--- src/rtl/sram_arb_pkg.sv ---
// rtl/sram_arb_pkg.sv - shared types and constants for the two-port SRAM arbiter
package sram_arb_pkg;

    typedef enum logic {
        ARB_IDLE = 1'b0,
        ARB_BUSY = 1'b1
    } arb_state_e;

    // Requester indices: port 0 is instruction fetch, port 1 is the MEM-stage data port
    localparam logic ARB_PORT_IF  = 1'b0;
    localparam logic ARB_PORT_MEM = 1'b1;

    localparam int ARB_ADDR_W = 32;
    localparam int ARB_DATA_W = 32;

endpackage

--- src/rtl/sram_arbiter_rr_pick2.sv ---
// rtl/sram_arbiter_rr_pick2.sv - combinational two-way round-robin / fixed-priority picker
module rr_pick2 (
    input  logic [1:0] req,
    input  logic       last,
    input  logic       fixed_prio,
    output logic       winner,
    output logic       any
);

    assign any = |req;

    // A lone requester always wins; on a tie, alternate away from the last grant
    // unless fixed priority hands it to port 1.
    always_comb begin
        winner = 1'b0;
        case (req)
            2'b01:   winner = 1'b0;
            2'b10:   winner = 1'b1;
            2'b11:   winner = fixed_prio ? 1'b1 : ~last;
            default: winner = 1'b0;
        endcase
    end

endmodule

--- src/rtl/sram_arbiter.sv ---
// rtl/sram_arbiter.sv - shares one SRAM controller between fetch and data ports (ARB_FIXED_PRIO_EN selects fixed priority)
module sram_arbiter
    import sram_arb_pkg::*;
#(
    parameter int ADDR_W = ARB_ADDR_W,
    parameter int DATA_W = ARB_DATA_W
) (
    input  logic              clk,
    input  logic              rst,
    input  logic              p0_read_en,
    input  logic              p0_write_en,
    input  logic [ADDR_W-1:0] p0_address,
    input  logic [DATA_W-1:0] p0_write_data,
    output logic [DATA_W-1:0] p0_read_data,
    output logic              p0_ready,
    input  logic              p1_read_en,
    input  logic              p1_write_en,
    input  logic [ADDR_W-1:0] p1_address,
    input  logic [DATA_W-1:0] p1_write_data,
    output logic [DATA_W-1:0] p1_read_data,
    output logic              p1_ready,
    output logic              mem_read_en,
    output logic              mem_write_en,
    output logic [ADDR_W-1:0] mem_address,
    output logic [DATA_W-1:0] mem_write_data,
    input  logic [DATA_W-1:0] mem_read_data,
    input  logic              mem_ready
);

`ifdef ARB_FIXED_PRIO_EN
    localparam logic FIXED_PRIO = 1'b1;
`else
    localparam logic FIXED_PRIO = 1'b0;
`endif

    arb_state_e        state_q;
    logic              grant_q;
    logic              last_grant_q;
    logic              mem_read_en_q;
    logic              mem_write_en_q;
    logic [ADDR_W-1:0] mem_address_q;
    logic [DATA_W-1:0] mem_write_data_q;
    logic [DATA_W-1:0] p0_hold_q;
    logic [DATA_W-1:0] p1_hold_q;

    logic [1:0]        req;
    logic              winner;
    logic              any_req;
    logic              done;
    logic              rd_done;

    assign req[0] = p0_read_en | p0_write_en;
    assign req[1] = p1_read_en | p1_write_en;

    rr_pick2 u_pick (
        .req        (req),
        .last       (last_grant_q),
        .fixed_prio (FIXED_PRIO),
        .winner     (winner),
        .any        (any_req)
    );

    // Completion cycle of the current access; only reads return data
    assign done    = (state_q == ARB_BUSY) & mem_ready;
    assign rd_done = done & mem_read_en_q;

    // Grant, sequence the backend from latched copies, and capture returned read data
    always_ff @(posedge clk or negedge rst) begin
        if (!rst) begin
            state_q          <= ARB_IDLE;
            grant_q          <= ARB_PORT_IF;
            last_grant_q     <= ARB_PORT_IF;
            mem_read_en_q    <= 1'b0;
            mem_write_en_q   <= 1'b0;
            mem_address_q    <= '0;
            mem_write_data_q <= '0;
            p0_hold_q        <= '0;
            p1_hold_q        <= '0;
        end else begin
            case (state_q)
                ARB_IDLE: begin
                    if (any_req) begin
                        grant_q <= winner;
                        state_q <= ARB_BUSY;
                        if (winner == ARB_PORT_MEM) begin
                            mem_address_q    <= p1_address;
                            mem_write_data_q <= p1_write_data;
                            mem_write_en_q   <= p1_write_en;
                            mem_read_en_q    <= p1_read_en & ~p1_write_en;
                        end else begin
                            mem_address_q    <= p0_address;
                            mem_write_data_q <= p0_write_data;
                            mem_write_en_q   <= p0_write_en;
                            mem_read_en_q    <= p0_read_en & ~p0_write_en;
                        end
                    end
                end
                ARB_BUSY: begin
                    if (mem_ready) begin
                        mem_read_en_q  <= 1'b0;
                        mem_write_en_q <= 1'b0;
                        last_grant_q   <= grant_q;
                        state_q        <= ARB_IDLE;
                        if (mem_read_en_q) begin
                            if (grant_q == ARB_PORT_MEM) begin
                                p1_hold_q <= mem_read_data;
                            end else begin
                                p0_hold_q <= mem_read_data;
                            end
                        end
                    end
                end
                default: state_q <= ARB_IDLE;
            endcase
        end
    end

    assign mem_read_en    = mem_read_en_q;
    assign mem_write_en   = mem_write_en_q;
    assign mem_address    = mem_address_q;
    assign mem_write_data = mem_write_data_q;

    // A port may proceed when idle or in the completion cycle of its own access
    assign p0_ready = ~req[0] | (done & (grant_q == ARB_PORT_IF));
    assign p1_ready = ~req[1] | (done & (grant_q == ARB_PORT_MEM));

    assign p0_read_data = (rd_done && grant_q == ARB_PORT_IF)  ? mem_read_data : p0_hold_q;
    assign p1_read_data = (rd_done && grant_q == ARB_PORT_MEM) ? mem_read_data : p1_hold_q;

endmodule

--- config.mk ---
export PLATFORM = sky130hd
export DESIGN_NAME = sram_arbiter
export DESIGN_NICKNAME = d
export VERILOG_FILES = /design/src/rtl/sram_arb_pkg.sv /design/src/rtl/sram_arbiter_rr_pick2.sv /design/src/rtl/sram_arbiter.sv
export SDC_FILE = /design/constraint.sdc
export NUM_CORES = 1
export LEC_CHECK = 0
export CORE_MARGIN = 5
export CORE_UTILIZATION = 38
export DETAILED_ROUTE_END_ITERATION = 8
export GPL_ROUTABILITY_DRIVEN = 0
export PLACE_DENSITY = 0.86
export RECOVER_POWER = 50
export SYNTH_ARGS = -nofsm -noshare
export SYNTH_HDL_FRONTEND = slang
export SYNTH_SLANG_ARGS = --single-unit
--- constraint.sdc ---
create_clock -name clk -period 1.45 [get_ports clk]
set_input_delay 0.145 -clock clk [delete_from_list [all_inputs] [get_ports clk]]
set_output_delay 0.145 -clock clk [all_outputs]
set_load 0.01 [all_outputs]
==> flow_summary.yaml, run 1 <==
status:
  violations: "negative setup slack"
  status: "finished with violations"
synth:
  yosys.area.top_type_share_pct: 49.8
  yosys-top-cells-count: "dfrtp_1 (133), mux2_2 (128), o21ai_0 (65)"
  synth_warnings: 0
  syn_nets: 711
  avgSynthCellArea_um2: 12.3
  synth_edf_count: 0
  synthCells: 544
  synthArstFlopShare_pct: 100
  synth_top_cell_by_area: "dfrtp_1"
  synth-seq-cells: 133
  synth.yosys.seq_area_share_pct: 49.8
  synth_ff_type: "dfrtp_1"
  synth_area_um2: 6690
  synthTopCellsByArea: "dfrtp_1 (50%), mux2_2 (22%), a2bb2oi_1 (8.4%)"
  post-synth-top-count-cell: "dfrtp_1"
  ys_types: 29
cts:
  cts_buffers: 17
  cts_buffer_depth: 2
  clock-sinks: 133
  clock_latency_ns: 0.42
  path_clk_slew_ns: 0.06
  htree_levels: 4
  clock-root-buffer: "clkbuf_16"
  cts_tree: "done"
route:
  vias_per_cell: 5.75
  drc: 0
  routedWlPerCell_um: 22.7
  vias: 6762
  routed_wl_um: 26700
  drt_iter0_markers: 299
  firstDrtPassIters: 5
  ant_nets: 0
hold_path:
  hp-class: "in2reg"
die:
  die_y_um: 143
  die_area_um2: 20400
  ioPinCount: 299
  row_count: 48
  die_w_um: 143
  coreArea_um2: 17300
  initial_core_util_pct: 38.7
critical_path:
  arrival_ns: 1.82
  startpoint_type: "flop"
  cp_max_fo: 8
  r2r-start: "grant_q"
  startpoint: "state_q"
  cp-end-kind: "primary output"
  r2r_slack_ns: -0.32
  crit_type: "reg2out"
  rr_endpoint: "p1_hold_q[24]"
  worstSetupEndpoint: "p0_read_data[21]"
  cp.required_ns: 1.31
  r2r.worst_path.cells: 7
grt:
  grt_pass1_wl_um: 38000
  antenna_found_initial: 1
  grt_use_total_pct: 23.6
  overflow: 0
  grt_max_degree: 48
  grt_pass1_vias: 6906
timing:
  skew_ns: 0.0100
  grt_setup_unrepaired: "yes"
  fin_crit_sh_pct: 135
  worstMarginPinSlew_ns: 1.07
  fin_ws_ns: -0.512
  finalHoldViolations: 0
  timing.final.max_slew_violations: 0
  clock.fmax_mhz: 510
  setup_violations: 164
  period_minus_slack_ns: 1.96
  relSlewSlack_pct: 28.8
layout:
  final_nets: 1103
  final_layout_size_suffix_gt1_share_pct: 47.1
  final_area_um2: 12400
  syn2layout_area_growth_pct: 86.0
placement:
  pre_cts_ws_ns: -0.748
  port_buffers: 298
  dpl_cell_area_um2: 10600
  dp_hpwl_um: 16900
power:
  p_per_area_nw_per_um2: 1470
  power_mw: 18.3
  p_leak_nw: 5.34
  vdd_ir_drop_max_uv: 889
job:
  maxCapViolCount: 0
[layer usage]
metal,GRT usage (%),wire length (um),vias to the layer above
met1,28.2,10000,3399
met4,9.05,957,0
met5,0,0,-
met2,41.4,14000,350
li1,-,-,2945
met3,5.19,1760,68
[power breakdown]
group          switching (mW)  total [mW]  internal (mW)
Clock                    1.79        4.12           2.34
Sequential              0.873        5.90           5.03
Combinational            3.25        8.25           5.00
[per-stage QoR]
stage / TNS (ns) / hold slack [ns] / util, % / instances
after floorplan: -0.299 / -0.151 / - / 544
final: -38.72 / 0.262 / 71.9 / 1175
after global routing: -49.80 / 0.290 / 71.9 / 1175
after detailed placement: -76.36 / 0.0985 / 61.4 / 1092
after CTS: -37.41 / 0.222 / 67.5 / 1159
after global placement: -67.92 / 0.0912 / 61.4 / 1092
[sequential cells by signal, indices dropped and copies added (netlist names)]
register	flops
mem_address	32
mem_write_data	32
p0_hold_q	32
p1_hold_q	32
grant_q	1
last_grant_q	1
mem_read_en	1
mem_write_en	1
state_q	1
[logic make-up (layout without fill, tap and decap cells)]
kind of cell / Yosys count / count (layout) / share of synthesized area (%)
compound gates: 202 / 202 / 22.6
flops: 133 / 133 / 49.8
mux: 130 / 130 / 21.9
buf+inv: 63 / 468 / 4.19
simple gates: 16 / 16 / 1.59
other cells: 0 / 1 / 0
[repair_timing]
| action | in CTS | in global routing |
|---|---|---|
| endpoints found under the setup margin | 177 | 178 |
| gates resized for setup | 413 | 128 |
| pin swaps | 4 | 3 |
| cloned | 5 | 6 |
| buffers inserted | 32 | 16 |
| endpoints found under the hold margin | 40 | 0 |
| hold buffers | 1 | 0 |
[worst min path at each step]
stage	startpoint	endpoint	depth (start not counted)
after floorplan	rst	grant_q	0
after global placement	rst	p0_hold_q[21]	1
after detailed placement	rst	p0_hold_q[21]	1
after CTS	rst	p0_hold_q[21]	2
after global routing	p1_write_en	mem_read_en	5
final	p1_write_en	mem_read_en	5
[worst max-delay path, cell delays in order (launching register included)]
cell	delay (ns)
dfrtp_2	0.44
nand4b_1	0.16
buf_6	0.17
clkbuf_16	0.16
mux2_2	0.34
buf_6	0.12
[layout make-up]
type	count	area (um^2)
multi-input combinational	348	3680
antenna	1	2.50
clock buffer	19	453
fill	1119	4860
sequential	133	3330
timing repair buffer	436	4580
clock inverter	13	115
tap	225	282
[cells in the final DEF (no fill, tap or decap), drive strengths merged, types with 2 or more instances in the layout]
cell type	Yosys	routed
nand2	5	5
clkinv	0	3
clkdlybuf4s50	0	163
a311oi	64	64
dlygate4sd2	0	65
clkinvlp	0	3
nor2	2	2
mux2	128	128
o21ai	67	67
clkbuf	33	28
o22ai	2	2
inv	0	7
bufbuf	0	2
dfrtp	133	133
a2bb2oi	64	64
buf	30	193
dlymetal6s2s	0	2
mux2i	2	2
nand2b	3	3
Power figures use the tool's default switching activity.
==> run 2, diff against run 1 <==
--- a/config.mk
+++ b/config.mk
@@ -5,11 +5,11 @@
 export SDC_FILE = /design/constraint.sdc
 export NUM_CORES = 1
 export LEC_CHECK = 0
-export CORE_MARGIN = 5
-export CORE_UTILIZATION = 38
+export CORE_MARGIN = 2
+export CORE_UTILIZATION = 46
 export DETAILED_ROUTE_END_ITERATION = 8
 export GPL_ROUTABILITY_DRIVEN = 0
-export PLACE_DENSITY = 0.86
+export PLACE_DENSITY = 0.95
 export RECOVER_POWER = 50
 export SYNTH_ARGS = -nofsm -noshare
 export SYNTH_HDL_FRONTEND = slang
==> constraint.sdc (replaced) <==
create_clock -name clk -period 2.55 [get_ports clk]
set_input_delay 0.255 -clock clk [delete_from_list [all_inputs] [get_ports clk]]
set_output_delay 0.255 -clock clk [all_outputs]
set_load 0.01 [all_outputs]
==> run 2 against run 1 <==
The run ends with max-capacitance violations, max-slew violations left. First-iteration DRC count grew 36%. Critical endpoint is now p0_read_data[31]. Worst hold slack improved by 0.13 ns. Largest cell class is now registers. Global-route usage rose by 4.1 points. Sequential share of layout area up 4.8 points.
==> flow_summary.yaml, run 2 (synthesized netlist as in run 1, its figures left out) <==
route:
  drt_iter0_markers: 406
  routedWlPerCell_um: 21.1
  drc: 0
  wl_met2_um: 10700
  routed_wl_um: 21500
  vias_per_cell: 5.99
  ant_nets: 0
  routedLengthMet1_um: 8280
  vias: 6095
  highest-signal-layer: "met4"
  firstDrtPassIters: 5
  dr_wl_met3_um: 1560
placement:
  dpl_cell_area_um2: 9940
  dp.cells: 986
  pre_cts_ws_ns: 0.222
  dp_hpwl_um: 14700
  port_buffers: 298
power:
  vdd_ir_drop_max_uv: 552
  p_per_area_nw_per_um2: 942
  p_leak_nw: 4.22
  power_mw: 9.94
critical_path:
  cp_top_family: "buffers and inverters"
  slowest_stage: "clkdlybuf4s50_1"
  startpoint_type: "flop"
  cp.required_ns: 2.30
  crit_buf_inv: 2
  cp_max_fo: 47
  path_cells: "nand4b_1 > clkbuf_16 > mux2_2 > clkdlybuf4s50_1"
  crit_type: "reg2out"
  arrival_ns: 2.22
  cpPeakStageDelay_ns: 0.58
  cp-end-kind: "primary output"
cts:
  path_clk_slew_ns: 0.06
  clock-root-buffer: "clkbuf_16"
  clock_latency_ns: 0.41
  post-cts-setup-buffers: 0
  clock-sinks: 133
  cts_buffer_depth: 2
  cts_tree: "done"
  cts_buffers: 17
  htree_levels: 4
grt:
  antenna_found_initial: 0
  grt_pass1_wl_um: 34400
  overflow: 0
  grt_use_total_pct: 27.7
  grt_max_degree: 66
  grt_pass1_vias: 6545
status:
  violations: "max-capacitance violations, max-slew violations"
  status: "finished with violations"
timing:
  fin_ws_ns: 0.0794
  fin_crit_sh_pct: 96.9
  skew_ns: 0.00877
  period_minus_slack_ns: 2.47
  fin_setup_tns_ns: 0
  grt_setup_unrepaired: "no"
  relSlewSlack_pct: -8.49
  setup_violations: 0
  clock.fmax_mhz: 405
  timing.final.max_slew_violations: 59
  whs_ns: 0.397
  worstMarginPinSlew_ns: 1.63
  finalHoldViolations: 0
die:
  coreArea_um2: 14400
  die_w_um: 125
  initial_core_util_pct: 46.5
  die_area_um2: 15500
  ioPinCount: 299
  row_count: 44
  die_y_um: 125
layout:
  syn2layout_area_growth_pct: 57.9
  stdcell_count: 1018
  final_common_cell: "clkdlybuf4s50_1"
  final_layout_size_suffix_gt1_share_pct: 22.7
  antennaDiodeCount: 0
  final_cell_mix: "clkdlybuf4s50_1 (279), dfrtp_1 (130), mux2_2 (128)"
  final_nets: 989
  final_util_pct: 73.5
  final_area_um2: 10600
hold_path:
  hp-class: "in2reg"
job:
  maxCapViolCount: 1
==> run 2: power breakdown <==
part | internal (mW) | switching [mW]
logic | 2.52 | 1.53
registers | 2.86 | 0.437
clock network | 1.71 | 0.889
total | 7.09 | 2.86
==> run 2: repair_timing <==
item | in CTS | in global routing
endpoints found under the hold margin | 57 | 0
hold buffers | 1 | 0
resized for setup | 0 | 3
setup endpoints to repair | 0 | 31
==> run 2: metal layers <==
metal,vias to the layer above,track usage (%)
li1,2705,-
met5,-,0
met4,0,13.5
met1,3024,33.0
met2,309,46.2
met3,57,7.73
==> run 2: cell type report <==
cell class / count / area, um^2
Clock buffer: 23 / 478
Multi-Input combinational cell: 348 / 3100
Timing Repair Buffer: 322 / 3280
Fill cell: 935 / 3810
Clock inverter: 8 / 146
Sequential cell: 133 / 3330
Tap cell: 184 / 230
==> run 2: path summary, 6_finish.rpt <==
kind,startpoint,end,slack [ns],depth (start not counted)
max,grant_q,p0_read_data[31],0.08,4
min,p0_address[15],mem_address[15],0.40,3
max reg2reg,state_q,mem_write_data[10],0.65,5
min reg2reg,p0_hold_q[27],p0_hold_q[27],0.50,1
max in group asynchronous,rst,mem_write_data[2],0.37,3
min in group asynchronous,rst,p1_hold_q[0],0.80,2
==> run 2: worst min-delay path: stages <==
cell,delay [ns]
clkdlybuf4s50_1,0.39
o21ai_0,0.07
a2bb2oi_1,0.06
